--- src/rtl/led_arbiter.sv ---
// led_arbiter: four-source round-robin owner arbiter for one 8-bit LED bank.
//   An owner keeps the bank while it requests; under contention it is forced
//   to hand over after DWELL cycles, rotating circularly so nobody starves.
// Ports:
//   clk_25mhz  in   clock, all state on rising edge
//   rst_n      in   synchronous active-low reset
//   req[3:0]   in   per-source request
//   data[31:0] in   per-source LED pattern, source i on [8i+7:8i]
//   grant[3:0] out  registered one-hot owner (0 when idle)
//   led[7:0]   out  registered pattern of the owner (0 when idle)
//   busy       out  registered, equals |grant

// Per-source pattern gate: passes a source's byte only when it is selected.
module led_arbiter_lane (
  input  logic       sel_i,
  input  logic [7:0] pat_i,
  output logic [7:0] pat_o
);
  assign pat_o = sel_i ? pat_i : 8'h00;
endmodule

module led_arbiter #(
  parameter int unsigned DWELL = 32'd25000000
) (
  input  logic        clk_25mhz,
  input  logic        rst_n,
  input  logic [3:0]  req,
  input  logic [31:0] data,
  output logic [3:0]  grant,
  output logic [7:0]  led,
  output logic        busy
);
  localparam int unsigned NUM_SRC = 4;
  localparam logic [31:0] DWELL_M1 = 32'(DWELL - 32'd1);

  typedef enum logic {S_IDLE, S_HOLD} state_e;

  state_e      state_q, state_d;
  logic [1:0]  ptr_q, ptr_d;     // last owner; search starts one past it
  logic [31:0] cnt_q, cnt_d;
  logic [3:0]  grant_q, grant_d;
  logic [7:0]  led_q, led_d;
  logic        busy_q;

  logic [NUM_SRC-1:0][7:0] data_lanes;
  logic [NUM_SRC-1:0][7:0] lane_pat;
  logic [3:0]  others;
  logic [1:0]  idle_pick, rot_pick;

  // First set bit of r, searching circularly from index s (inclusive).
  // Walk downward so the closest hit overwrites the others.
  function automatic logic [1:0] first_from(input logic [3:0] r, input logic [1:0] s);
    logic [1:0] idx;
    first_from = s;
    for (int k = 3; k >= 0; k--) begin
      idx = s + 2'(k);
      if (r[idx]) first_from = idx;
    end
  endfunction

  assign data_lanes = data;
  // Owner masked out so a rotation search only sees genuine contenders.
  assign others     = req & ~(4'b0001 << ptr_q);
  assign idle_pick  = first_from(req, ptr_q + 2'd1);
  assign rot_pick   = first_from(others, ptr_q + 2'd1);

  always_comb begin
    state_d = state_q;
    ptr_d   = ptr_q;
    cnt_d   = cnt_q;
    grant_d = grant_q;
    case (state_q)
      S_IDLE: begin
        grant_d = 4'b0000;
        if (|req) begin
          state_d = S_HOLD;
          ptr_d   = idle_pick;
          cnt_d   = '0;
          grant_d = 4'b0001 << idle_pick;
        end
      end
      S_HOLD: begin
        // In HOLD ptr_q always names the current owner.
        if (!req[ptr_q]) begin
          state_d = S_IDLE;
          grant_d = 4'b0000;
        end else if (cnt_q < DWELL_M1) begin
          cnt_d = cnt_q + 32'd1;
        end else if (|others) begin
          ptr_d   = rot_pick;
          cnt_d   = '0;
          grant_d = 4'b0001 << rot_pick;
        end
        // else: dwell expired but uncontested, cnt stays saturated
      end
      default: begin
        state_d = S_IDLE;
        grant_d = 4'b0000;
      end
    endcase
  end

  // led follows the grant that will be registered on this edge.
  for (genvar g = 0; g < NUM_SRC; g++) begin : g_lane
    led_arbiter_lane u_lane (
      .sel_i (grant_d[g]),
      .pat_i (data_lanes[g]),
      .pat_o (lane_pat[g])
    );
  end

  always_comb begin
    led_d = 8'h00;
    for (int i = 0; i < NUM_SRC; i++) led_d = led_d | lane_pat[i];
  end

  always_ff @(posedge clk_25mhz) begin
    if (!rst_n) begin
      state_q <= S_IDLE;
      ptr_q   <= 2'd3;
      cnt_q   <= '0;
      grant_q <= 4'b0000;
      led_q   <= 8'h00;
      busy_q  <= 1'b0;
    end else begin
      state_q <= state_d;
      ptr_q   <= ptr_d;
      cnt_q   <= cnt_d;
      grant_q <= grant_d;
      led_q   <= led_d;
      busy_q  <= |grant_d;
    end
  end

  assign grant = grant_q;
  assign led   = led_q;
  assign busy  = busy_q;
endmodule

--- config.mk ---
export PLATFORM = sky130hd
export DESIGN_NAME = led_arbiter
export DESIGN_NICKNAME = d
export VERILOG_FILES = /design/src/rtl/led_arbiter.sv
export SDC_FILE = /design/constraint.sdc
export NUM_CORES = 1
export LEC_CHECK = 0
export BUFFER_PORTS_ARGS = -buffer_cell sky130_fd_sc_hd__clkbuf_2
export CORE_UTILIZATION = 35
export CTS_BUF_LIST = sky130_fd_sc_hd__clkbuf_8
export DETAILED_ROUTE_END_ITERATION = 12
export PLACE_DENSITY = 0.64
export SLEW_MARGIN = 20
export SYNTH_ARGS = -nofsm -noshare
export SYNTH_HDL_FRONTEND = slang
export SYNTH_HIERARCHICAL = 1
export SYNTH_SLANG_ARGS = --single-unit
export TNS_END_PERCENT = 50
--- constraint.sdc ---
create_clock -name clk_25mhz -period 4.4 [get_ports clk_25mhz]
set_input_delay 0.88 -clock clk_25mhz [delete_from_list [all_inputs] [get_ports clk_25mhz]]
set_output_delay 0.88 -clock clk_25mhz [all_outputs]
set_load 0.02 [all_outputs]
Word level (Yosys, flattened, before mapping)
Index checks and enable logic that the tools add are counted.
Widths: inputs -> output; s select.

storage, ports and cells
  output and inout bits = 13
  word-level logic and storage cells = 84
  input port bits = 38
  register bits after elaboration = 48

cells by class
  shift-type cells = 3
  mux-type cells = 48
  magnitude comparators = 6
  add/sub/neg operators = 5
  eq/ne operators = 5
  bitwise gates (word level) = 6
  reductions and logical operators = 5

operators with widths
  cell                   count
  $mux 32                4
  $pmux 32 s2            1
  $add 32x1->32 const B  1
  $lt 32x25->1 const B   1
  $mux 8                 4
  $mux 2                 12
  $or 8x8->8             3
  $bmux 1 s2             9
  $mux 4                 4
  $lt 2x3->1 const B     5
  $reduce_or 4->1        3
  $shl 1x2->4 const A    3
  $mux 1                 11
  $pmux 4 s2             1
  $add 2x1->2 const B    2
  $add 2x2->2 const B    2
  $and 4x4->4            1
  $ne 2x1->1 const B     2
  $ne 2x2->1 const B     2
  $not 4->4              1
  $pmux 2 s2             1
  $reduce_and 4->1       1
  $ne 3x1->1 const B     1
  $reduce_and 3->1       1
  2 further kinds        2

Depth between registers and ports, before layout
Gate-level depths: netlist (run 1).

  depth in word-level cells = 18
  mapped depth = 12
  gate-level depth less buffers = 10

Cells and area by module
Netlist (run 1), hierarchy kept.

modules (own cells, without submodules)
  module            area an instance (um2)  instances  cells an instance  sequential area each (um2)
  led_arbiter       2486.1                  1          291                960.9
  led_arbiter_lane  50.0                    4          8                  0.0

Worst setup path after synthesis (run 1)
OpenSTA, ideal clock, no wires.

  path type = input port to flip-flop
  start = input port req[0]
  end = register led_q[0], in the netlist led[0]
  library setup time = 0.125 ns
  stages on the path = 8
  data arrival time = 2.947 ns
  setup slack = 1.327 ns
  buffers on the path = 1
  required time = 4.275 ns
  path through = clkbuf_1 -> mux4_2 -> nand2_1 -> a21o_2 -> o21ai_0 -> a221o_1 -> and2_1 -> o41a_1

RTL lines
  element                 line  source
  start: declaration      27    input logic [3:0] req,
  end signal: assignment  130   led_q <= led_d;
  end: declaration        42    logic [7:0] led_q, led_d;

==> results of run 1 <==
==> state kept, by name (all words and copies together), names as in the netlist <==
register,cells
state_q,1
cnt_q,32
grant,4
busy,1
led,8
ptr_q,2
==> power by group through the flow <==
| stage | logic [mW] | clock network, mW | registers (mW) |
|---|---|---|---|
| floorplan | 0.202 | 0 | 0.517 |
| global placement | 0.316 | 0 | 0.495 |
| detailed placement | 0.321 | 0 | 0.496 |
| CTS | 0.322 | 0.448 | 0.486 |
| global route | 0.357 | 0.466 | 0.491 |
| finish | 0.321 | 0.439 | 0.486 |
==> Yosys cell counts, types with 4 or more instances <==
| cell type | count |
|---|---|
| o41a_1 | 9 |
| nor3_1 | 5 |
| inv_1 | 7 |
| ha_1 | 5 |
| o2111ai_1 | 4 |
| nor2b_1 | 6 |
| and3_1 | 12 |
| clkbuf_1 | 10 |
| xnor2_1 | 9 |
| nand2_1 | 22 |
| o21ai_0 | 14 |
| dfxtp_1 | 48 |
| nor2_1 | 34 |
| nor4_1 | 11 |
| nand3_1 | 10 |
| and2_1 | 38 |
| xor2_1 | 8 |
| a21oi_1 | 14 |
==> path summary, 6_finish.rpt <==
| check | cells after the start | startpoint | endpoint |
|---|---|---|---|
| max | 8 | cnt_q[7]$_SDFFE_PN0P_ | led[4]$_SDFF_PN0_ |
| min reg2reg | 1 | cnt_q[30]$_SDFFE_PN0P_ | cnt_q[30]$_SDFFE_PN0P_ |
| max reg2reg | 8 | cnt_q[7]$_SDFFE_PN0P_ | led[4]$_SDFF_PN0_ |
| min | 1 | cnt_q[30]$_SDFFE_PN0P_ | cnt_q[30]$_SDFFE_PN0P_ |
==> cell usage in the layout (no fill, tap or decap), types with 6 or more instances in the layout <==
master    Yosys  routed
o21ai_0      14      14
nor2_1       34      34
nand3_1      10      10
o41a_1        9       9
nand2_1      22      22
nor2b_1       6       6
inv_1         7       7
nor4_1       11      10
a21oi_1      14      14
and3_1       12      12
xor2_1        8       8
clkbuf_2      0      50
dfxtp_1      48      48
and2_1       38      38
xnor2_1       9       9
==> worst max-delay path: cells and delay by family, from the launching register on <==
| kind | cells | cell delay (ns) |
|---|---|---|
| compound gates | 4 | 1.77 |
| flops | 1 | 0.37 |
| simple gates | 4 | 1.01 |
==> cell type report <==
cell class	instances	area [um2]	area share, %
well taps	99	124	3.87
clock buffers	5	68.8	2.15
clock inverters	3	90.1	2.82
repair buffers	53	273	8.53
inverters	7	26.3	0.822
multi-input cells	257	1650	51.7
flip-flops and latches	48	961	30.1
==> cell families (layout without fill, tap and decap cells) <==
kind of cell               count (synthesis)  after routing
muxes                                      2              2
AOI/OAI and AO/OA                         72             72
adders and majority gates                  5              5
and+or+nand+nor                          161            161
xor gates and xnor gates                  17             17
buffers and inverters                     18             68
DFF                                       48             48
==> layer usage <==
layer	up-vias	wire length [um]
li1	1270	-
met1	1190	3100
met2	52	3180
met3	6	278
met4	0	77
met5	-	0
==> flow_summary.yaml, run 1 <==
hold_path:
  hp-class: "reg -> reg"
route:
  drtPass1Iterations: 4
  drtIter0Drc: 102
  vias: 2518
  viasPerCell: 5.33
  ant_nets: 0
  drt-wirelength-per-cell_um: 14.1
  wl_um: 6640
  drc: 0
synth:
  synthesis.area_per_instance_um2: 8.32
  synth_mux_area_share_pct: 1.26
  synth_fa_ha_area_share_pct: 2.33
  synthArstFlopShare_pct: 0
  synth_nets: 366
  synth_top_family_by_area: "simple AND/OR/NAND/NOR gates"
  synth_edf_count: 0
  ys_top_cells_by_area: "dfxtp_1, and2_1, nor2_1, o41a_1, nand2_1"
  synth_cell_types: 50
  synth_compound_area_share_pct: 19.8
  netlist_area_um2: 2690
  ys_seq_area_share_pct: 35.8
  ys_warn_count: 6
  ys_seq_elements: 48
  syn_inst: 323
  synthXorXnorAreaFrac_pct: 5.54
  synthFlopType: "dfxtp_1"
  synth_largest_area_cell: "dfxtp_1"
  synth-simple-area-share_pct: 32.4
  yosysTopAreaCellShare_pct: 35.8
final_layout:
  diodes: 0
  n_fill_cell: 739
  syn2layout_area_growth_pct: 19.0
  final_area_um2: 3200
  final_core_util_pct: 43.6
  layout.nets: 415
  drive_above_1_share_pct: 19.6
  stdcell_count: 472
cts:
  clock_path_buffers: 2
  htreeDepth: 2
  insertion_delay_ns: 0.30
  cts.repair.resized: 0
  post_cts_buffers: 0
  clk_pin_slew_worst_paths_ns: 0.09
  ctsHoldBuffers: 0
  cts_buffers: 5
  clock_sinks: 48
  cts-root-buf: "clkbuf_8"
  cts_tree: "yes"
die:
  initial_core_util_pct: 36.6
  io_pins: 51
  dieArea_um2: 8030
  fp.dieH_um: 89.6
  placementRows: 31
  die_w_um: 89.6
  core_area_um2: 7330
grt:
  grt_util_met3_pct: 2.47
  antenna_found_initial: 0
  overflow: 0
  grt_pass1_wl_um: 10300
  busiest_layer: "met2"
  use_met1_pct: 22.2
  grt_start_max_net_pins: 31
  globalRouteMet2Util_pct: 27.2
  track_usage_pct: 16.6
  grt_pass1_vias: 2229
timing:
  setup_slack_ns: 1.16
  holdWs_ns: 0.488
  slew_headroom_pct: 54.1
  skew_ns: 0.00639
  post-route-period-util_pct: 73.7
  post-route-min-period_ns: 3.24
  worstMarginPinSlew_ns: 0.671
  fmax_mhz: 308
  rsz0062_at_grt: "false"
  setup_viol: 0
  drv_slew: 0
  hold_violations: 0
  setup_tns_ns: 0
place:
  dpl_cell_area_um2: 3030
  place.gp.congestion: 0.790
  place_inst: 464
  dp_hpwl_um: 4750
  port_buffers: 50
  pre_cts_slack_ns: 1.04
setup_path:
  cp_common_cell: "a2111o_1"
  crit_path_cell_trace: "or4_1 -> a2111o_1 -> a2111o_1 -> nand2_1 -> and3b_1 -> a221o_2 -> and2_1 -> o41a_1"
  cp-end-kind: "flip-flop"
  cp.required_ns: 4.60
  slowest_delay_ns: 0.54
  critical_path_class: "reg -> reg"
  r2r_setup_slack_ns: 1.16
  critPathArrivalTime_ns: 3.44
  crit_fanout: 10
  slowest_stage: "or4_1"
  crit_path_start_kind: "flip-flop"
outcome:
  status: "finished, final reports clean"
pwr:
  ir_drop_mv: 0.161
  internal_power_mw: 0.877
  total_power_mw: 1.25
  leakage_nw: 1.31
  switching_share_pct: 29.6
  p_seq_share_pct: 39.0
  powerDensity_nw_per_um2: 390
  pwr-share-comb_pct: 25.8
  p_clk_share_pct: 35.2
  switchingPower_mw: 0.369
run:
  cap_violations: 0
Note: power is estimated with default switching activity, not from simulation.
==> run 2: changes to the inputs <==
- clock period: 4.4 -> 3 ns (I/O delays scaled with it)
==> run 2 against run 1 <==
Net effect:
- critical path depth is the same
- clock skew shrank 0.0010 ns
- combinational power grew 82%
- critical endpoint is now led[6]$_SDFF_PN0_
- via count grew 5.4%
- final cell count grew 7.2%
- clock-buffer cell count is the same
- utilization grew 3.1 points
- fmax grew 9.2%
- clock power shrank 8.7%
- final area grew 7.0%
- worst setup slack lost 1.1 ns
- critical path type unchanged
- largest power group unchanged
- sequential share of layout area shrank 1.9 points
==> flow_summary.yaml, run 2 (same netlist as run 1, synthesis figures left out) <==
grt:
  grt_start_max_net_pins: 31
  grt_pass1_wl_um: 11300
  track_usage_pct: 18.1
  overflow: 0
  grt_pass1_vias: 2433
  antenna_found_initial: 0
cts:
  cts_tree: "yes"
  insertion_delay_ns: 0.30
  clock_sinks: 48
  clk_pin_slew_worst_paths_ns: 0.10
  cts_buffers: 5
  htreeDepth: 2
  ctsHoldBuffers: 0
  clock_path_buffers: 2
  cts-root-buf: "clkbuf_8"
setup_path:
  critical_path_class: "reg -> reg"
  crit_fanout: 4
  cp.required_ns: 3.20
  crit_path_start: "cnt_q[7]$_SDFFE_PN0P_"
  worst_path_dominant_cell_family: "compound AO/OA/AOI/OAI gates"
  crit_buf_inv: 0
  slowest_stage: "or4_1"
  r2r_start: "cnt_q[7]$_SDFFE_PN0P_"
  crit_path_start_kind: "flip-flop"
  critPathArrivalTime_ns: 3.17
  cp_common_cell: "a2111o_1"
  crit_path_cell_trace: "or4_1 -> a2111o_1 -> a2111o_1 -> nand2_1 -> and3b_2 -> a221o_1 -> and2_4 -> o41a_1"
  slowest_delay_ns: 0.52
  cp-end-kind: "flip-flop"
final_layout:
  syn2layout_area_growth_pct: 27.4
  layout_commonest_cell: "clkbuf_2"
  layout_common_cells: "clkbuf_2, dfxtp_1, buf_4, nor2_1, and2_1"
  largest_reg_flops: 32
  largest_register: "cnt_q"
  diodes: 0
  drive_above_1_share_pct: 29.2
  layout.nets: 449
place:
  port_buffers: 50
  dp_hpwl_um: 5150
  place.gp.congestion: 0.809
timing:
  drv_slew: 0
  hold_violations: 0
  fmax_mhz: 337
  worstMarginPinSlew_ns: 0.702
  setup_tns_ns: 0
  skew_ns: 0.00538
  holdWs_ns: 0.488
  rsz0062_at_grt: "true"
  post-route-min-period_ns: 2.97
  slew_headroom_pct: 53.2
  post-route-period-util_pct: 99.0
  setup_viol: 0
pwr:
  leakage_nw: 1.44
  ir_drop_mv: 0.235
  powerDensity_nw_per_um2: 493
  total_power_mw: 1.69
route:
  viasPerCell: 5.25
  drt-wirelength-per-cell_um: 14.0
  wl_um: 7110
  drtIter0Drc: 138
  ant_nets: 0
  vias: 2654
  drc: 0
  drtPass1Iterations: 4
outcome:
  status: "finished, final reports clean"
die:
  io_pins: 51
  die_w_um: 89.6
  dieArea_um2: 8030
  fp.dieH_um: 89.6
  core_area_um2: 7330
  placementRows: 31
  initial_core_util_pct: 36.6
run:
  cap_violations: 0
hold_path:
  hp-start: "cnt_q[30]$_SDFFE_PN0P_"
  hp-class: "reg -> reg"
-- run 2: cell types whose count changed in the layout (fill, tap and decap cells not counted), sizes merged --
| cell | delta |
|---|---|
| a221o | +2 |
| clkinv | +1 |
| clkinvlp | +2 |
| bufinv | -3 |
| buf | +32 |
-- run 2: final cells by class --
type | instances | area, um2
inverter | 7 | 26.3
sequential | 48 | 963
multi-input combinational | 259 | 1700
clock buffer | 5 | 68.8
fill | 719 | 3910
clock inverter | 3 | 23.8
timing repair buffer | 85 | 513
tap | 99 | 124
-- run 2: power by group --
group | leakage (nW) | switching, mW | internal [mW]
Clock | 0.0404 | 0.235 | 0.166
Combinational | 1.01 | 0.326 | 0.258
Sequential | 0.391 | 0.0201 | 0.681
Total | 1.44 | 0.582 | 1.10
-- run 2: path summary, 6_finish.rpt --
kind	end	slack (ns)	depth (start not counted)
min reg2reg	cnt_q[30]$_SDFFE_PN0P_	0.49	1
max reg2reg	led[6]$_SDFF_PN0_	0.03	8
min	cnt_q[30]$_SDFFE_PN0P_	0.49	1
max	led[6]$_SDFF_PN0_	0.03	8
-- run 2: repair_timing --
action	in CTS	in global routing
gates resized for setup	4	12
setup endpoints to repair	8	8
pin swaps	6	19
setup buffers	0	1
gates cloned	2	0
-- run 2: layer usage --
layer | vias to the layer above | routed length (um) | track usage, %
met1 | 1251 | 3370 | 24.7
met4 | 0 | 89 | 6.78
met5 | - | 0 | 0
met3 | 7 | 221 | 2.74
li1 | 1350 | - | -
met2 | 46 | 3430 | 28.9
-- run 2: through the flow --
step | std cells | worst slack [ns] | instance area, um2 | utilization (%)
floorplan | 323 | 0.0160 | 2690 | -
global placement | 495 | -0.0467 | 3260 | 44.5
detailed placement | 495 | -0.0771 | 3260 | 44.5
CTS | 505 | 0.00842 | 3380 | 46.2
global route | 506 | -0.0455 | 3420 | 46.7
finish | 506 | 0.0287 | 3420 | 46.7
